`config.mk`:
```
export PLATFORM = sky130hd
export DESIGN_NAME = dj8_io_responder
export DESIGN_NICKNAME = d
export VERILOG_FILES = /design/src/rtl/dj8_io_responder.sv
export SDC_FILE = /design/constraint.sdc
export NUM_CORES = 1
export LEC_CHECK = 0
export BUFFER_PORTS_ARGS = -buffer_cell sky130_fd_sc_hd__buf_2
export CAP_MARGIN = 20
export CORE_ASPECT_RATIO = 0.5
export CORE_MARGIN = 5
export CORE_UTILIZATION = 51
export CTS_CLUSTER_SIZE = 14
export DETAILED_ROUTE_END_ITERATION = 16
export GPL_TIMING_DRIVEN = 0
export PLACE_DENSITY_LB_ADDON = 0.1
export SYNTH_ARGS = -nofsm -noshare
export SYNTH_HDL_FRONTEND = slang
export SYNTH_SLANG_ARGS = --single-unit
```
`constraint.sdc`:
```
create_clock -name clk -period 2 [get_ports clk]
set_input_delay 0.3 -clock clk [delete_from_list [all_inputs] [get_ports clk]]
set_output_delay 0.3 -clock clk [all_outputs]
set_load 0.005 [all_outputs]
```
`src/rtl/dj8_io_responder.sv`:
```
// DJ8 memory-mapped I/O responder: 8-byte register window with TX FIFO,
// RX holding register and a prescaled reload timer with interrupt.
module dj8_io_responder #(
  parameter logic [15:0] BASE     = 16'hFF00,
  parameter int          TX_DEPTH = 4,
  parameter int          PRESCALE = 256
) (
  input  logic        clk,
  input  logic        reset_n,
  input  logic [15:0] address,
  input  logic [7:0]  wdata,
  input  logic        we,
  output logic        hit,
  output logic [7:0]  rdata,
  output logic [7:0]  tx_data,
  output logic        tx_valid,
  input  logic        tx_ready,
  input  logic [7:0]  rx_data,
  input  logic        rx_valid,
  output logic        rx_ready,
  output logic        irq
);

  localparam int AW = $clog2(TX_DEPTH);
  localparam int PW = (PRESCALE > 1) ? $clog2(PRESCALE) : 1;
  localparam logic [PW-1:0] PRESC_MAX = PW'(PRESCALE - 1);
  localparam logic [AW:0]   DEPTH_C   = (AW+1)'(TX_DEPTH);

  logic [7:0]    tx_mem_q [TX_DEPTH];
  logic [AW-1:0] wr_ptr_q, wr_ptr_d, rd_ptr_q, rd_ptr_d;
  logic [AW:0]   count_q, count_d;
  logic          tx_ovf_q, tx_ovf_d;
  logic          rx_full_q, rx_full_d;
  logic [7:0]    rx_byte_q, rx_byte_d;
  logic [7:0]    reload_q, reload_d;
  logic [7:0]    tcount_q, tcount_d;
  logic [PW-1:0] presc_q, presc_d;
  logic          timer_en_q, timer_en_d;
  logic          irq_en_q, irq_en_d;
  logic          timer_flag_q, timer_flag_d;

  logic [2:0] offset;
  logic       wr_en, push_req, push_ok, pop, tx_full, tx_empty;
  logic       tick, flag_set;

  assign hit      = (address[15:3] == BASE[15:3]);
  assign offset   = address[2:0];
  assign wr_en    = !we && hit;
  assign tx_full  = (count_q == DEPTH_C);
  assign tx_empty = (count_q == '0);
  assign tx_valid = !tx_empty;
  assign pop      = tx_valid && tx_ready;
  assign push_req = wr_en && (offset == 3'd0);
  // A push into a full FIFO still lands when the sink frees a slot on the same edge.
  assign push_ok  = push_req && (!tx_full || pop);
  assign tx_data  = tx_valid ? tx_mem_q[rd_ptr_q] : 8'h00;
  assign rx_ready = !rx_full_q;
  assign irq      = timer_flag_q && irq_en_q;
  assign tick     = timer_en_q && (presc_q == PRESC_MAX);

  genvar gi;
  generate
    for (gi = 0; gi < TX_DEPTH; gi++) begin : g_tx_mem
      always_ff @(posedge clk) begin
        if (push_ok && (wr_ptr_q == AW'(gi))) begin
          tx_mem_q[gi] <= wdata;
        end
      end
    end
  endgenerate

  always_comb begin
    rdata = 8'h00;
    if (hit) begin
      case (offset)
        3'd1:    rdata = {2'b00, tx_ovf_q, rx_full_q, tx_full, tx_empty,
                          timer_flag_q, timer_en_q};
        3'd2:    rdata = rx_full_q ? rx_byte_q : 8'h00;
        3'd4:    rdata = reload_q;
        3'd5:    rdata = tcount_q;
        3'd6:    rdata = {5'b00000, irq_en_q, 1'b0, timer_en_q};
        default: rdata = 8'h00;
      endcase
    end
  end

  always_comb begin
    wr_ptr_d     = wr_ptr_q;
    rd_ptr_d     = rd_ptr_q;
    count_d      = count_q;
    tx_ovf_d     = tx_ovf_q;
    rx_full_d    = rx_full_q;
    rx_byte_d    = rx_byte_q;
    reload_d     = reload_q;
    tcount_d     = tcount_q;
    presc_d      = presc_q;
    timer_en_d   = timer_en_q;
    irq_en_d     = irq_en_q;
    timer_flag_d = timer_flag_q;
    flag_set     = 1'b0;

    if (push_ok) wr_ptr_d = wr_ptr_q + AW'(1);
    if (pop)     rd_ptr_d = rd_ptr_q + AW'(1);
    count_d = count_q + (AW+1)'(push_ok) - (AW+1)'(pop);

    if (wr_en && offset == 3'd1 && wdata[5]) tx_ovf_d = 1'b0;
    if (push_req && tx_full && !pop)         tx_ovf_d = 1'b1;

    // Capture only happens while empty, so it cannot collide with a pending byte.
    if (wr_en && offset == 3'd3) rx_full_d = 1'b0;
    if (rx_valid && !rx_full_q) begin
      rx_full_d = 1'b1;
      rx_byte_d = rx_data;
    end

    if (timer_en_q) presc_d = tick ? '0 : presc_q + PW'(1);
    if (tick) begin
      if (tcount_q == 8'd0) begin
        tcount_d = reload_q;
        flag_set = (reload_q == 8'd0);
      end else begin
        tcount_d = tcount_q - 8'd1;
        flag_set = (tcount_q == 8'd1);
      end
    end

    if (wr_en && offset == 3'd6) begin
      timer_en_d = wdata[0];
      irq_en_d   = wdata[2];
      if (wdata[1]) timer_flag_d = 1'b0;
    end
    if (flag_set) timer_flag_d = 1'b1;

    if (wr_en && offset == 3'd4) begin
      reload_d = wdata;
      tcount_d = wdata;
      presc_d  = '0;
    end
  end

  always_ff @(posedge clk or negedge reset_n) begin
    if (!reset_n) begin
      wr_ptr_q     <= '0;
      rd_ptr_q     <= '0;
      count_q      <= '0;
      tx_ovf_q     <= 1'b0;
      rx_full_q    <= 1'b0;
      rx_byte_q    <= 8'h00;
      reload_q     <= 8'h00;
      tcount_q     <= 8'h00;
      presc_q      <= '0;
      timer_en_q   <= 1'b0;
      irq_en_q     <= 1'b0;
      timer_flag_q <= 1'b0;
    end else begin
      wr_ptr_q     <= wr_ptr_d;
      rd_ptr_q     <= rd_ptr_d;
      count_q      <= count_d;
      tx_ovf_q     <= tx_ovf_d;
      rx_full_q    <= rx_full_d;
      rx_byte_q    <= rx_byte_d;
      reload_q     <= reload_d;
      tcount_q     <= tcount_d;
      presc_q      <= presc_d;
      timer_en_q   <= timer_en_d;
      irq_en_q     <= irq_en_d;
      timer_flag_q <= timer_flag_d;
    end
  end

endmodule

```
==> qor.json, run 1 <==
{
  "run_status": {"value": "completed"},
  "share_seq_of_total_power": {"value": 42.2, "unit": "%"},
  "post-route-period-util": {"value": 96.1, "unit": "%"},
  "slew_headroom": {"value": 64.2, "unit": "%"},
  "wl_per_cell": {"value": 17.7, "unit": "um"},
  "clock_sink_count": {"value": 76},
  "place.port_buffers": {"value": 55},
  "critical-path-max-stage-delay": {"value": 0.43, "unit": "ns"},
  "globalRoute.totalOverflow": {"value": 0},
  "layout.filler_cells": {"value": 580},
  "synth_enable_flop_cells": {"value": 32},
  "max-vdd-ir-drop": {"value": 0.497, "unit": "mV"},
  "yosysUniqueCellTypes": {"value": 47},
  "worstPathCellList": {"value": "ha_2 > nand2_1 > or3_4 > buf_2 > a211oi_1 > a21oi_1 > o21ai_1"},
  "syn_area": {"value": 3750, "unit": "um^2"},
  "reg2reg_slack": {"value": 0.08, "unit": "ns"},
  "post-place-ws": {"value": -0.358, "unit": "ns"},
  "min_period": {"value": 1.92, "unit": "ns"},
  "drive_gt1_share": {"value": 34.0, "unit": "%"},
  "htreeDepth": {"value": 3},
  "synth_cells": {"value": 326},
  "core-area": {"value": 7240, "unit": "um^2"},
  "hold-worst-slack": {"value": 0.193, "unit": "ns"},
  "required": {"value": 2.26, "unit": "ns"},
  "cp.buffers_inverters": {"value": 1},
  "drt-pass1-iter-count": {"value": 4},
  "terminating_pin_of_the_worst_hold_path": {"value": "rx_byte_q[0]$_DFFE_PN0P_"},
  "worstSetupStartpointType": {"value": "register"},
  "dp.final_hpwl": {"value": 6280, "unit": "um"},
  "share_comb_of_total_power": {"value": 18.8, "unit": "%"},
  "holdPathStages": {"value": 2},
  "cts.reportedPaths.clkPinSlew": {"value": 0.06, "unit": "ns"},
  "ys_warn_count": {"value": 0},
  "final_setup_slack_of_the_worst_path": {"value": 0.0779, "unit": "ns"},
  "synthFlopType": {"value": "dfrtp_1"},
  "final_core_util": {"value": 65.1, "unit": "%"},
  "cts_buffer_depth": {"value": 2},
  "boundaryPins": {"value": 57},
  "ctsRootBufferMaster": {"value": "clkbuf_16"},
  "grt_start_max_net_pins": {"value": 45},
  "num_rows": {"value": 22},
  "clkLatencyLatePin": {"value": 0.33, "unit": "ns"},
  "worst-endpoint-arrival": {"value": 2.18, "unit": "ns"},
  "slowest_cell_on_crit_path": {"value": "or3_4"},
  "die_h": {"value": 70.7, "unit": "um"},
  "final_hold_viol_count": {"value": 0},
  "clock-skew-final": {"value": 0.00474, "unit": "ns"},
  "finalNonFillerCells": {"value": 505},
  "placedCellCount": {"value": 477},
  "final_max_slew_viol_count": {"value": 0},
  "worst_r2r_path_depth": {"value": 7},
  "max_slew.worst_pin.slew": {"value": 0.537, "unit": "ns"},
  "fmax": {"value": 0.520, "unit": "GHz"},
  "post_drt_via_cell_ratio": {"value": 5.76},
  "internal_power": {"value": 3.19, "unit": "mW"},
  "grt_antenna_before_repair": {"value": 0},
  "postSynthNetCount": {"value": 373},
  "p_leak": {"value": 1.90, "unit": "nW"},
  "routabilityCongestion": {"value": 0.866},
  "route.vias.total": {"value": 2907},
  "n_diodes": {"value": 0},
  "die_x": {"value": 131, "unit": "um"},
  "hold_path_startpoint": {"value": "rx_data[0]"},
  "post_synthesis_sequential_area_ratio": {"value": 55.0, "unit": "%"},
  "finalSetupViolations": {"value": 0},
  "worstReg2RegEnd": {"value": "tcount_q[4]$_DFFE_PN0P_"},
  "synth_seq_cells": {"value": 76},
  "drt_drc_violations_left": {"value": 0},
  "finish.instance_area": {"value": 4720, "unit": "um^2"},
  "start_util": {"value": 51.8, "unit": "%"},
  "layout.nets": {"value": 451},
  "wirelength": {"value": 8930, "unit": "um"},
  "maxCapViolations": {"value": 0},
  "cts_inserted_buffers": {"value": 9},
  "hp-class": {"value": "primary input to register"},
  "die_area": {"value": 9280, "unit": "um^2"},
  "drtAntennaViolNets": {"value": 0},
  "synth_async_sr_flop_share": {"value": 57.9, "unit": "%"},
  "critical_path.reg2reg.startpoint": {"value": "presc_q[1]$_DFFE_PN0P_"},
  "rsz0062_at_grt": {"value": "yes"},
  "totalNegativeSetupSlack": {"value": 0, "unit": "ns"},
  "pwr-share-clk": {"value": 39.0, "unit": "%"},
  "netSwitchingPower": {"value": 1.13, "unit": "mW"},
  "power_switching_share": {"value": 26.1, "unit": "%"},
  "drt_first_iter_violations": {"value": 256},
  "grt_pass1_vias": {"value": 2972},
  "worstSetupPathType": {"value": "register to register"},
  "critPathMaxFanout": {"value": 10},
  "first_pass_grt_wire_length": {"value": 15000, "unit": "um"},
  "end_kind": {"value": "register"},
  "path_delay_family": {"value": "simple AND/OR/NAND/NOR gates"},
  "tritoncts": {"value": "built"},
  "synth_area_per_cell": {"value": 11.5, "unit": "um^2"},
  "power_density": {"value": 916, "unit": "nW/um^2"},
  "post_dp_cell_area": {"value": 4150, "unit": "um^2"},
  "area_growth": {"value": 25.7, "unit": "%"},
  "total_power": {"value": 4.32, "unit": "mW"},
  "grt_resource_usage_total": {"value": 20.0, "unit": "%"}
}
-- Yosys cell counts, drive strengths merged (3+ instances only) --
master   n  share of area, %
dfrtp   44                29
nand2   39               3.9
edfxtp  32                26
a21oi   17               2.3
o21ai   16               2.1
mux2    14               4.2
nor2    13               1.3
nor3    13               1.7
a22oi   12               2.4
nor2b   12               2.0
clkbuf   9              0.90
ha       9               3.0
inv      8              0.80
mux4     8               4.8
nand3    7              0.93
xor2     7               1.6
buf      6              0.73
nand4    6               1.0
xnor2    6               1.4
a31oi    5              0.83
and2     5              0.83
a211oi   4              0.93
nor3b    4              0.93
or3      4              0.67
and4     3              0.70
o21a     3              0.60
-- cell usage in the layout (no fill, tap or decap), types with 3 or more instances in the layout --
cell type	n
a22oi_1	12
clkbuf_16	11
a31oi_1	5
xnor2_1	6
nand2_1	37
xor2_1	7
ha_1	7
dfrtp_1	38
buf_2	57
o21ai_1	9
nand3_1	7
dfrtp_2	6
inv_1	6
clkbuf_1	4
edfxtp_1	32
o21a_1	3
and2_1	5
nor2_1	13
nand4_1	6
nor2b_1	12
a211oi_1	3
buf_4	12
clkbuf_2	3
nor3_1	10
a21oi_1	17
mux2_2	14
inv_6	5
and4_1	3
o21ai_0	7
mux4_2	8
-- state kept, by name, summed over array words and instances (netlist names) --
name and count:
reload_q 8, tx_mem_q 32, rd_ptr_q 2, irq_en_q 1
presc_q 8, count_q 3, tcount_q 8, timer_en_q 1
tx_ovf_q 1, rx_byte_q 8, rx_full_q 1, wr_ptr_q 2
timer_flag_q 1
-- per-layer routing --
layer	routed length [um]	global-route usage, %	vias to the layer above
met2	4110	31.6	95
met1	4100	27.3	1436
li1	-	-	1358
met3	561	5.04	18
met4	161	6.50	0
met5	0	0	-
-- cell type report --
class                      count  area [um^2]  share of cell area (%)
multi-input combinational    227         1680                    35.6
buffer                        10         47.5                    1.01
clock buffer                  11          275                    5.84
clock inverter                 5         43.8                   0.929
tap                           96          120                    2.55
sequential                    76         2070                    43.9
inverter                       8         35.0                   0.743
timing repair buffer          72          445                    9.45
-- cell families (layout without fill, tap and decap cells) --
kind of cell	Yosys count	in the layout	synth area share (%)
XOR/XNOR	13	13	3.03
multiplexers	23	23	9.27
AND/OR/NAND/NOR	119	119	16.5
buffers and inverters	23	106	2.43
adder cells (fa/ha/maj)	10	10	3.53
flip-flops	76	76	55.0
AO/OA/AOI/OAI	62	62	10.3
-- power groups by stage --
stage          logic, mW  clock network (mW)  registers [mW]
2_1_floorplan      0.502                   0            1.78
3_3_place_gp       0.742                   0            1.79
3_5_place_dp       0.785                   0            1.80
4_1_cts            0.813                1.72            1.81
5_1_grt            0.917                1.80            1.84
6_report           0.812                1.69            1.82
-- what timing repair did --
item,4_1_cts,5_1_grt
gates resized for setup,20,19
pin swaps,5,9
setup endpoints to repair,27,26
hold endpoints to repair,0,20
setup buffers,9,6
hold buffers,0,1
-- how the worst max path moves through the flow --
stage                            startpoint                       end  slack (ns)  cells past startpoint
floorplan           tcount_q[5]$_DFFE_PN0P_   tcount_q[2]$_DFFE_PN0P_        0.01                      7
global placement     presc_q[0]$_DFFE_PN0P_  timer_flag_q$_DFFE_PN0P_       -0.32                      5
detailed placement               address[1]    presc_q[2]$_DFFE_PN0P_       -0.36                      6
CTS                 tcount_q[3]$_DFFE_PN0P_   tcount_q[2]$_DFFE_PN0P_       -0.05                      7
global route                     address[4]                  rdata[0]       -0.02                      6
finish               presc_q[1]$_DFFE_PN0P_   tcount_q[4]$_DFFE_PN0P_        0.08                      7
No activity file was read; power rests on OpenSTA's default activity.
==> run 2: changes to the inputs <==
--- a/config.mk
+++ b/config.mk
@@ -13,6 +13,7 @@
 export CTS_CLUSTER_SIZE = 14
 export DETAILED_ROUTE_END_ITERATION = 16
 export GPL_TIMING_DRIVEN = 0
+export MAX_ROUTING_LAYER = met4
 export PLACE_DENSITY_LB_ADDON = 0.1
 export SYNTH_ARGS = -nofsm -noshare
 export SYNTH_HDL_FRONTEND = slang
==> qor.json, run 2 (synthesis results as in run 1) <==
{
  "slew_headroom": {"value": 64.2, "unit": "%", "change": "about the same"},
  "final_hold_viol_count": {"value": 0, "change": "unchanged"},
  "required": {"value": 1.70, "unit": "ns", "change": "-0.56 ns"},
  "area_growth": {"value": 25.7, "unit": "%", "change": "unchanged"},
  "rsz0062_at_grt": {"value": "yes"},
  "first_pass_grt_wire_length": {"value": 15100, "unit": "um", "change": "+0.74%"},
  "drive_gt1_share": {"value": 34.0, "unit": "%", "change": "unchanged"},
  "final_core_util": {"value": 65.1, "unit": "%", "change": "unchanged"},
  "share_comb_of_total_power": {"value": 18.8, "unit": "%", "change": "about the same"},
  "routabilityCongestion": {"value": 0.880, "change": "+1.6%"},
  "grt_resource_usage_total": {"value": 20.7, "unit": "%", "change": "+0.75 points"},
  "core-area": {"value": 7240, "unit": "um^2", "change": "unchanged"},
  "max_ffs_per_register": {"value": 32, "change": "unchanged"},
  "drt_drc_violations_left": {"value": 0, "change": "unchanged"},
  "place.port_buffers": {"value": 55, "change": "unchanged"},
  "die_x": {"value": 131, "unit": "um", "change": "unchanged"},
  "final_max_slew_viol_count": {"value": 0, "change": "unchanged"},
  "clock-skew-final": {"value": 0.00537, "unit": "ns", "change": "+0.000630 ns"},
  "pwr-share-clk": {"value": 39.0, "unit": "%", "change": "about the same"},
  "layout.nets": {"value": 451, "change": "unchanged"},
  "cts.reportedPaths.clkPinSlew": {"value": 0.06, "unit": "ns", "change": "about the same"},
  "worstSetupPathType": {"value": "primary input to primary output"},
  "final_setup_slack_of_the_worst_path": {"value": 0.0622, "unit": "ns", "change": "-0.0157 ns"},
  "grt_antenna_before_repair": {"value": 0, "change": "unchanged"},
  "num_rows": {"value": 22, "change": "unchanged"},
  "hold_path_startpoint": {"value": "rx_data[0]"},
  "max-vdd-ir-drop": {"value": 0.496, "unit": "mV", "change": "-0.21%"},
  "grt_start_max_net_pins": {"value": 45, "change": "unchanged"},
  "holdPathStages": {"value": 2, "change": "unchanged"},
  "start_util": {"value": 51.8, "unit": "%", "change": "unchanged"},
  "netSwitchingPower": {"value": 1.13, "unit": "mW", "change": "about the same"},
  "worst_r2r_path_depth": {"value": 7, "change": "unchanged"},
  "cts_buffer_depth": {"value": 2, "change": "unchanged"},
  "hp-class": {"value": "primary input to register"},
  "wirelength": {"value": 8990, "unit": "um", "change": "+0.64%"},
  "mostFrequentLayoutCells": {"value": "buf_2, dfrtp_1, nand2_1"},
  "layout_commonest_cell": {"value": "buf_2"},
  "post-place-ws": {"value": -0.358, "unit": "ns", "change": "unchanged"},
  "critical_path.reg2reg.startpoint": {"value": "presc_q[1]$_DFFE_PN0P_"},
  "dp.final_hpwl": {"value": 6280, "unit": "um", "change": "unchanged"},
  "n_diodes": {"value": 0, "change": "unchanged"},
  "htreeDepth": {"value": 3, "change": "unchanged"},
  "worstSetupStartpointType": {"value": "primary input"},
  "reg2reg_slack": {"value": 0.09, "unit": "ns", "change": "about the same"},
  "power_density": {"value": 916, "unit": "nW/um^2", "change": "about the same"},
  "route.vias.total": {"value": 2930, "change": "+0.79%"},
  "min_period": {"value": 1.94, "unit": "ns", "change": "+0.0157 ns"},
  "globalRoute.totalOverflow": {"value": 0, "change": "unchanged"},
  "cts_inserted_buffers": {"value": 9, "change": "unchanged"},
  "power_switching_share": {"value": 26.1, "unit": "%", "change": "about the same"},
  "die_h": {"value": 70.7, "unit": "um", "change": "unchanged"},
  "fmax": {"value": 0.516, "unit": "GHz", "change": "-0.81%"},
  "finalSetupViolations": {"value": 0, "change": "unchanged"},
  "post_drt_via_cell_ratio": {"value": 5.80, "change": "+0.79%"},
  "p_leak": {"value": 1.90, "unit": "nW", "change": "unchanged"},
  "ctsRootBufferMaster": {"value": "clkbuf_16"},
  "drt-pass1-iter-count": {"value": 5, "change": "+1"},
  "die_area": {"value": 9280, "unit": "um^2", "change": "unchanged"},
  "worst-endpoint-arrival": {"value": 1.64, "unit": "ns", "change": "-0.54 ns"},
  "wl_per_cell": {"value": 17.8, "unit": "um", "change": "+0.64%"},
  "maxCapViolations": {"value": 0, "change": "unchanged"},
  "boundaryPins": {"value": 57, "change": "unchanged"},
  "clkLatencyLatePin": {"value": 0.33, "unit": "ns", "change": "about the same"},
  "totalNegativeSetupSlack": {"value": 0, "unit": "ns", "change": "unchanged"},
  "regMostFlops": {"value": "tx_mem_q"},
  "share_seq_of_total_power": {"value": 42.2, "unit": "%", "change": "about the same"},
  "terminating_pin_of_the_worst_hold_path": {"value": "rx_byte_q[0]$_DFFE_PN0P_"},
  "critPathMaxFanout": {"value": 8, "change": "-2"},
  "worstReg2RegEnd": {"value": "tcount_q[4]$_DFFE_PN0P_"},
  "max_slew.worst_pin.slew": {"value": 0.537, "unit": "ns", "change": "+0.0000553 ns"},
  "drtAntennaViolNets": {"value": 0, "change": "unchanged"},
  "run_status": {"value": "completed"},
  "drt_first_iter_violations": {"value": 261, "change": "+2.0%"},
  "post-route-period-util": {"value": 96.9, "unit": "%", "change": "+0.79 points"},
  "tritoncts": {"value": "built"},
  "clock_sink_count": {"value": 76, "change": "unchanged"},
  "end_kind": {"value": "primary output"},
  "grt_pass1_vias": {"value": 2957, "change": "-0.50%"},
  "internal_power": {"value": 3.19, "unit": "mW", "change": "about the same"}
}
[run 2: cell types whose count changed in the layout (fill, tap and decap cells not counted), sizes merged]
cell,change
buf,+1
clkbuf,-1
[run 2: power groups by stage]
stage / Clock, mW / Combinational (mW) / Sequential [mW]
after floorplan: 0 / 0.502 / 1.78
after global placement: 0 / 0.742 / 1.79
after detailed placement: 0 / 0.785 / 1.80
after CTS: 1.72 / 0.813 / 1.81
after global routing: 1.80 / 0.917 / 1.84
final: 1.68 / 0.813 / 1.82
[run 2: cell type report]
class,count,area (um^2)
Fill cell,580,2520
Sequential cell,76,2070
Multi-Input combinational cell,227,1680
Timing Repair Buffer,72,445
Clock buffer,11,275
Tap cell,96,120
Buffer,10,47.5
Clock inverter,5,43.8
Inverter,8,35.0
[run 2: metrics by stage]
| stage | hold WS, ns | instances | total power [mW] | cell area, um^2 |
|---|---|---|---|---|
| 2_1_floorplan | 0.00441 | 326 | 2.28 | 3750 |
| 5_1_grt | 0.192 | 505 | 4.55 | 4720 |
| 3_5_place_dp | 0.505 | 477 | 2.58 | 4150 |
| 6_report | 0.194 | 505 | 4.32 | 4720 |
| 4_1_cts | 0.168 | 499 | 4.34 | 4600 |
| 3_3_place_gp | 0.497 | 477 | 2.53 | 4150 |
[run 2: timing repair]
item	in CTS	in global routing
hold endpoints to repair	0	20
buffers inserted	9	6
setup endpoints to repair	27	25
resized for setup	20	20
pin swaps	5	9
hold buffers	0	1
gates cloned	0	0
[run 2: metal layers]
metal  share of wire [%]  global-route usage (%)  up-vias
met1                  47                    27.8     1457
met4                 1.2                    5.82        0
met3                 5.8                    4.83       12
met2                  46                    31.9      101
met5                   0                       -        -
li1                    -                       -     1360
[run 2: worst max-delay path by stage]
stage                                       start                        to  cells past startpoint
after floorplan           tcount_q[5]$_DFFE_PN0P_   tcount_q[2]$_DFFE_PN0P_                      7
after CTS                 tcount_q[3]$_DFFE_PN0P_   tcount_q[2]$_DFFE_PN0P_                      7
after global routing                   address[4]                  rdata[0]                      6
after detailed placement               address[1]    presc_q[2]$_DFFE_PN0P_                      6
after global placement     presc_q[0]$_DFFE_PN0P_  timer_flag_q$_DFFE_PN0P_                      5
final                                  address[4]                  rdata[0]                      6
[run 2: worst max-delay path: stages]
cell and delay, ns:
buf_2 0.11, nor3b_2 0.23, and4_1 0.26, nand3b_1 0.26, a31oi_1 0.32, buf_2 0.16
